$ cat config.mk
export PLATFORM = sky130hd
export DESIGN_NAME = adex_spike_monitor_flat
export DESIGN_NICKNAME = d
export VERILOG_FILES = /design/src/rtl/adex_pkg.sv /design/src/rtl/adex_spike_monitor_if.sv /design/src/rtl/isi_fifo.sv /design/src/rtl/adex_spike_monitor.sv /design/src/flat_wrapper.sv
export SDC_FILE = /design/constraint.sdc
export NUM_CORES = 1
export LEC_CHECK = 0
export BUFFER_PORTS_ARGS = -buffer_cell sky130_fd_sc_hd__clkbuf_2
export CAP_MARGIN = 20
export CELL_PAD_IN_SITES_DETAIL_PLACEMENT = 1
export CELL_PAD_IN_SITES_GLOBAL_PLACEMENT = 1
export CORE_MARGIN = 4
export CORE_UTILIZATION = 45
export DETAILED_ROUTE_END_ITERATION = 16
export PLACE_DENSITY = 0.75
export REMOVE_ABC_BUFFERS = 1
export SYNTH_ARGS = -nofsm -noshare
export SYNTH_HDL_FRONTEND = slang
export SYNTH_HIERARCHICAL = 1
export SYNTH_SLANG_ARGS = --single-unit
$ cat constraint.sdc
create_clock -name clk -period 4.5 [get_ports clk]
set_clock_uncertainty 0.15 [all_clocks]
set_input_delay 0.225 -clock clk [delete_from_list [all_inputs] [get_ports clk]]
set_output_delay 0.225 -clock clk [all_outputs]
set_load 0.02 [all_outputs]
$ cat src/rtl/adex_pkg.sv
// Shared constants for the AdEx spike monitor: default sizes and the fixed
// nibble and rate-counter widths.
package adex_pkg;

  localparam int unsigned ISI_W      = 16;
  localparam int unsigned FIFO_DEPTH = 4;
  localparam int unsigned BURST_ISI  = 8;
  localparam int unsigned NIB_W      = 4;
  localparam int unsigned RATE_W     = 8;

endpackage

$ cat src/rtl/adex_spike_monitor_if.sv
// Nibble readout port: the off-chip reader strobes, the monitor presents the
// selected nibble of the FIFO head.
interface adex_spike_monitor_if;
  import adex_pkg::*;

  logic             rd_strobe;
  logic [NIB_W-1:0] nib_out;
  logic             nib_valid;

  modport master (output rd_strobe, input nib_out, nib_valid);
  modport slave  (input rd_strobe, output nib_out, nib_valid);

endinterface

$ cat src/rtl/isi_fifo.sv
// Synchronous FIFO of ISI entries. A push while full is only accepted when a
// pop happens in the same cycle.
module isi_fifo #(
  parameter int unsigned WIDTH = 16,
  parameter int unsigned DEPTH = 4
) (
  input  logic             clk,
  input  logic             rst_n,
  input  logic             clear,
  input  logic             push,
  input  logic             pop,
  input  logic [WIDTH-1:0] push_data,
  output logic             full,
  output logic             empty,
  output logic [WIDTH-1:0] head
);

  localparam int unsigned AW = (DEPTH > 1) ? $clog2(DEPTH) : 1;

  logic [WIDTH-1:0] mem_q [DEPTH];
  logic [AW-1:0]    wr_q, rd_q;
  logic [AW:0]      cnt_q;
  logic             do_push, do_pop;

  assign full    = (cnt_q == (AW + 1)'(DEPTH));
  assign empty   = (cnt_q == '0);
  assign do_pop  = pop & ~empty & ~clear;
  assign do_push = push & (~full | do_pop) & ~clear;
  assign head    = mem_q[rd_q];

  always_ff @(posedge clk or negedge rst_n) begin
    if (!rst_n) begin
      wr_q  <= '0;
      rd_q  <= '0;
      cnt_q <= '0;
    end else if (clear) begin
      wr_q  <= '0;
      rd_q  <= '0;
      cnt_q <= '0;
    end else begin
      if (do_push) wr_q <= wr_q + 1'b1;
      if (do_pop)  rd_q <= rd_q + 1'b1;
      unique case ({do_push, do_pop})
        2'b10:   cnt_q <= cnt_q + 1'b1;
        2'b01:   cnt_q <= cnt_q - 1'b1;
        default: cnt_q <= cnt_q;
      endcase
    end
  end

  always_ff @(posedge clk) begin
    if (do_push) mem_q[wr_q] <= push_data;
  end

endmodule

$ cat src/rtl/adex_spike_monitor.sv
// Spike monitor: measures inter-spike intervals, buffers them for nibble-wise
// readout, and counts spikes per programmable window.
module adex_spike_monitor #(
  parameter int unsigned ISI_W      = adex_pkg::ISI_W,
  parameter int unsigned FIFO_DEPTH = adex_pkg::FIFO_DEPTH,
  parameter int unsigned BURST_ISI  = adex_pkg::BURST_ISI
) (
  input  logic                        clk,
  input  logic                        rst_n,
  input  logic                        enable,
  input  logic                        clear,
  input  logic                        spike_in,
  input  logic [15:0]                 window_len,
  adex_spike_monitor_if.slave         rd_bus,
  output logic                        fifo_full,
  output logic                        overflow,
  output logic [adex_pkg::RATE_W-1:0] rate_count,
  output logic                        rate_valid,
  output logic                        burst
);
  import adex_pkg::*;

  localparam int unsigned NIBS  = ISI_W / NIB_W;
  localparam int unsigned PTR_W = (NIBS > 1) ? $clog2(NIBS) : 1;

  logic              strobe_q, first_q, overflow_q, rate_valid_q, burst_q;
  logic [PTR_W-1:0]  ptr_q;
  logic [ISI_W-1:0]  isi_q, head;
  logic [15:0]       win_q;
  logic [RATE_W-1:0] spk_q, spk_nxt, rate_count_q;
  logic              rise, spike_en, push, pop, last_nib, full, empty;
  logic [NIB_W-1:0]  nib;

  assign rise     = rd_bus.rd_strobe & ~strobe_q;
  assign spike_en = enable & spike_in;
  assign push     = spike_en & first_q & ~clear;
  assign last_nib = (ptr_q == PTR_W'(NIBS - 1));
  assign pop      = rise & ~empty & last_nib & ~clear;
  assign spk_nxt  = (spike_en && !(&spk_q)) ? spk_q + 1'b1 : spk_q;

  isi_fifo #(
    .WIDTH (ISI_W),
    .DEPTH (FIFO_DEPTH)
  ) u_fifo (
    .clk       (clk),
    .rst_n     (rst_n),
    .clear     (clear),
    .push      (push),
    .pop       (pop),
    .push_data (isi_q),
    .full      (full),
    .empty     (empty),
    .head      (head)
  );

  // MSB nibble first: pointer 0 selects the top nibble.
  always_comb begin
    nib = '0;
    for (int i = 0; i < NIBS; i++) begin
      if (ptr_q == PTR_W'(i)) nib = head[ISI_W-1-NIB_W*i -: NIB_W];
    end
  end

  always_ff @(posedge clk or negedge rst_n) begin
    if (!rst_n) begin
      strobe_q     <= 1'b0;
      ptr_q        <= '0;
      isi_q        <= '0;
      first_q      <= 1'b0;
      overflow_q   <= 1'b0;
      win_q        <= '0;
      spk_q        <= '0;
      rate_count_q <= '0;
      rate_valid_q <= 1'b0;
      burst_q      <= 1'b0;
    end else begin
      strobe_q     <= rd_bus.rd_strobe;
      rate_valid_q <= 1'b0;
      burst_q      <= 1'b0;
      if (clear) begin
        ptr_q      <= '0;
        isi_q      <= '0;
        first_q    <= 1'b0;
        overflow_q <= 1'b0;
        win_q      <= '0;
        spk_q      <= '0;
      end else begin
        if (rise && !empty) ptr_q <= last_nib ? '0 : ptr_q + 1'b1;
        if (spike_en) begin
          isi_q   <= ISI_W'(1);
          first_q <= 1'b1;
        end else if (enable && !(&isi_q)) begin
          isi_q <= isi_q + 1'b1;
        end
        // Burst is flagged from the measured interval even if the push is dropped.
        if (push) begin
          burst_q <= (isi_q < ISI_W'(BURST_ISI));
          if (full && !pop) overflow_q <= 1'b1;
        end
        if (window_len == '0) begin
          win_q <= '0;
          spk_q <= '0;
        end else if (enable) begin
          if (win_q == window_len - 16'd1) begin
            rate_count_q <= spk_nxt;
            rate_valid_q <= 1'b1;
            win_q        <= '0;
            spk_q        <= '0;
          end else begin
            win_q <= win_q + 16'd1;
            spk_q <= spk_nxt;
          end
        end
      end
    end
  end

  assign rd_bus.nib_out   = empty ? '0 : nib;
  assign rd_bus.nib_valid = ~empty;
  assign fifo_full        = full;
  assign overflow         = overflow_q;
  assign rate_count       = rate_count_q;
  assign rate_valid       = rate_valid_q;
  assign burst            = burst_q;

endmodule

$ cat src/flat_wrapper.sv
// flat-port wrapper written by rule: the top's interface ports become plain ports
module adex_spike_monitor_flat import adex_pkg::*;
#(
  parameter int unsigned ISI_W      = adex_pkg::ISI_W,
  parameter int unsigned FIFO_DEPTH = adex_pkg::FIFO_DEPTH,
  parameter int unsigned BURST_ISI  = adex_pkg::BURST_ISI
)
  (clk, rst_n, enable, clear, spike_in, window_len, fifo_full, overflow, rate_count, rate_valid, burst, rd_bus_rd_strobe, rd_bus_nib_out, rd_bus_nib_valid);
  adex_spike_monitor_if rd_bus_i ();
  input  logic clk;
  input  logic rst_n;
  input  logic enable;
  input  logic clear;
  input  logic spike_in;
  input  logic [15:0] window_len;
  output logic fifo_full;
  output logic overflow;
  output logic [adex_pkg::RATE_W-1:0] rate_count;
  output logic rate_valid;
  output logic burst;
  input wire logic [$bits(rd_bus_i.rd_strobe)-1:0] rd_bus_rd_strobe;
  output wire logic [$bits(rd_bus_i.nib_out)-1:0] rd_bus_nib_out;
  output wire logic [$bits(rd_bus_i.nib_valid)-1:0] rd_bus_nib_valid;
  assign rd_bus_i.rd_strobe = rd_bus_rd_strobe;
  assign rd_bus_nib_out = rd_bus_i.nib_out;
  assign rd_bus_nib_valid = rd_bus_i.nib_valid;
  adex_spike_monitor #(.ISI_W(ISI_W), .FIFO_DEPTH(FIFO_DEPTH), .BURST_ISI(BURST_ISI)) u_core (.clk(clk), .rst_n(rst_n), .enable(enable), .clear(clear), .spike_in(spike_in), .window_len(window_len), .rd_bus(rd_bus_i), .fifo_full(fifo_full), .overflow(overflow), .rate_count(rate_count), .rate_valid(rate_valid), .burst(burst));
endmodule
==> impl_metrics.json <==
{
  "status": "finished clean",
  "globalRouteTotalUtil_pct": 20.8,
  "startpoint_type": "flop",
  "hp-start": "clear",
  "slew_headroom_pct": 32.3,
  "synth-xor-area-share_pct": 5.48,
  "synth_area_leaders": "edfxtp_1 (29%), dfrtp_1 (24%), mux4_2 (5.5%)",
  "hold_path_end": "u_core/isi_q[0]",
  "htree_levels": 4,
  "insertion_delay_ns": 0.41,
  "dieWidth_microns": 129,
  "grt_antenna_before_repair": 0,
  "r2r_cells": 7,
  "critical_path_class": "reg2reg",
  "synth.most_common_cell": "nor2_1",
  "max_slew.worst_pin.slew_ns": 1.01,
  "synth_cell_types": 67,
  "synthSimpleGateAreaFrac_pct": 17.5,
  "start_util_pct": 46.5,
  "reg2reg_from": "u_core/u_fifo/cnt_q[1]",
  "synth_common_cells": "nor2_1 (70), edfxtp_1 (64), dfrtp_1 (62)",
  "synth-compound-area-share_pct": 10.7,
  "drc": 0,
  "yosysTopAreaCellShare_pct": 29.3,
  "peakVddDrop_uv": 207,
  "grt_pass1_wl_microns": 26700,
  "gp_congestion": 0.884,
  "ys_seq_elements": 126,
  "wl_per_cell_microns": 20.7,
  "cts_made_buffers": 17,
  "num_antenna_cells": 0,
  "maxCapViolCount": 0,
  "setup_viol": 0,
  "max_freq_ghz": 0.260,
  "synth-seq-area-share_pct": 53.0,
  "drive_above_1_share_pct": 17.0,
  "area_growth_pct": 13.7,
  "fin_nets": 635,
  "synth_top_family_by_area": "simple AND/OR/NAND/NOR gates",
  "drtPass1Iterations": 4,
  "arrival_ns": 3.73,
  "cts_resized": 0,
  "maxSlewViolCount": 0,
  "end_kind": "flop",
  "drtIter0Drc": 308,
  "synth_edf_count": 64,
  "grt_pass1_vias": 5120,
  "vias_per_cell": 5.91,
  "ant_nets": 0,
  "r2r_slack_ns": 0.66,
  "avgSynthCellArea_sq_um": 11.6,
  "netlist_instances": 567,
  "synth_ff_type": "edfxtp_1",
  "synthMuxAreaShare_pct": 7.35,
  "hpwl_microns": 11400,
  "async_flop_share_pct": 49.2,
  "grt_max_degree": 63,
  "cts_buffer_depth": 2,
  "row_count": 43,
  "worst_ep_required_time_ns": 4.39,
  "yosys_warnings": 6,
  "dieArea_sq_mm": 0.0166,
  "clkTransAtPathRegs_ns": 0.06,
  "dieHeight_microns": 129,
  "p_leak_nw": 2.95,
  "period_needed_ns": 3.84,
  "hold_viol": 0,
  "fin_crit_sh_pct": 85.4,
  "hold_class": "in2reg",
  "placed_cell_area_sq_mm": 0.00683,
  "rsz0062_at_grt": "false",
  "holdPathStages": 2,
  "root_buffer": "clkbuf_16",
  "syn-cell-area_sq_mm": 0.00655,
  "powerDensity_mw_per_mm2": 360,
  "vias": 4689,
  "cts.sinks": 126,
  "reg2reg_to": "u_core/u_fifo/mem_q[3][9]",
  "gr-total-overflow": 0,
  "place.port_buffers": 38,
  "core_area_sq_mm": 0.0141,
  "worstPathMaxFanout": 16,
  "synth_area_leader_cell": "edfxtp_1",
  "routed_wl_microns": 16400,
  "stdcell_area_sq_mm": 0.00745,
  "cts_tree": "done",
  "top_level_ports": 39,
  "synth_adder_area_share_pct": 2.60,
  "tns_ns": 0
}
layer usage:
layer / vias up / GRT usage, % / share of wire (%)
met5: - / 0 / 0
met4: 0 / 6.79 / 1.2
met3: 16 / 3.69 / 2.3
met2: 67 / 37.5 / 54
met1: 2421 / 25.3 / 43
li1: 2185 / - / -
how the worst max path moves through the flow:
stage / depth (start not counted) / start / slack [ns] / end
finish: 7 / u_core/u_fifo/cnt_q[1] / 0.66 / u_core/u_fifo/mem_q[3][9]
CTS: 7 / u_core/u_fifo/cnt_q[1] / 0.70 / u_core/u_fifo/mem_q[1][4]
detailed placement: 7 / u_core/u_fifo/cnt_q[1] / 0.77 / u_core/u_fifo/mem_q[1][15]
global route: 7 / u_core/u_fifo/cnt_q[0] / 0.37 / u_core/u_fifo/mem_q[1][10]
global placement: 7 / u_core/u_fifo/cnt_q[1] / 1.08 / u_core/u_fifo/mem_q[1][11]
floorplan: 9 / window_len[0] / 1.35 / u_core/rate_count[3]
kinds of logic after synthesis:
| family | Yosys count |
|---|---|
| xor+xnor | 41 |
| flops | 126 |
| fa+ha+maj | 13 |
| buf+inv | 48 |
| mux | 27 |
| compound gates | 94 |
| simple gates | 218 |
placed cells by master (no fill, tap or decap), types with 7 or more instances in the layout:
cell type,count
xor2_1,19
xnor2_1,22
and3_1,8
dfrtp_1,62
nand3_1,19
o21ai_0,10
nor4_1,9
nor3_1,10
or3_1,8
ha_1,12
clkbuf_2,37
nor2b_1,7
edfxtp_1,64
and2_1,13
nand4_1,12
o31ai_1,12
nand2_1,32
a221o_1,9
nor2_1,70
a22o_1,9
clkbuf_16,17
mux4_2,16
inv_1,18
a21oi_1,17
registers in the layout, indices dropped and copies added (netlist names):
register,count
u_core/strobe_q,1
u_core/spk_q,8
u_core/first_q,1
u_core/overflow,1
u_core/isi_q,16
u_core/ptr_q,2
u_core/u_fifo/wr_q,2
u_core/u_fifo/cnt_q,3
u_core/rate_count,8
u_core/rate_valid,1
u_core/u_fifo/mem_q,64
u_core/u_fifo/rd_q,2
u_core/win_q,16
u_core/burst,1
critical path: stages (launching register included):
cell and delay, ns:
dfrtp_1 0.58, nor3_1 0.21, nor3b_1 0.50, nand2_1 0.18, nor2_1 0.59, nor4b_2 0.17
nor3_1 0.29, and2_1 0.78
timing repair:
item / CTS / global route
buffers inserted: 0 / 0
hold buffers: 2 / 0
endpoints found under the hold margin: 63 / 0
layout make-up:
type	instances	area (sq um)
inverter	18	67.6
fill	1499	6650
clock buffer	17	425
multi-input combinational	393	2860
clock inverter	15	163
timing repair buffer	44	240
tap	180	225
sequential	126	3470
power by group:
part | switching, W | leakage, nW | internal [W]
registers | 0.00000881 | 1.43 | 0.00121
clock network | 0.000527 | 0.286 | 0.000824
logic | 0.0000757 | 1.24 | 0.0000377
per-stage QoR:
step / instances / total power, W / utilization [%] / hold slack [ns] / worst slack (ns)
final: 793 / 0.00268 / 52.8 / 0.0547 / 0.657
after global routing: 793 / 0.00278 / 52.8 / 0.0733 / 0.373
after detailed placement: 758 / 0.00136 / 48.5 / 0.205 / 0.774
after global placement: 758 / 0.00135 / 48.5 / 0.201 / 1.08
after CTS: 792 / 0.00272 / 52.8 / 0.0355 / 0.700
after floorplan: 537 / 0.00130 / - / -0.221 / 1.35
No activity file was read; power rests on OpenSTA's default activity.
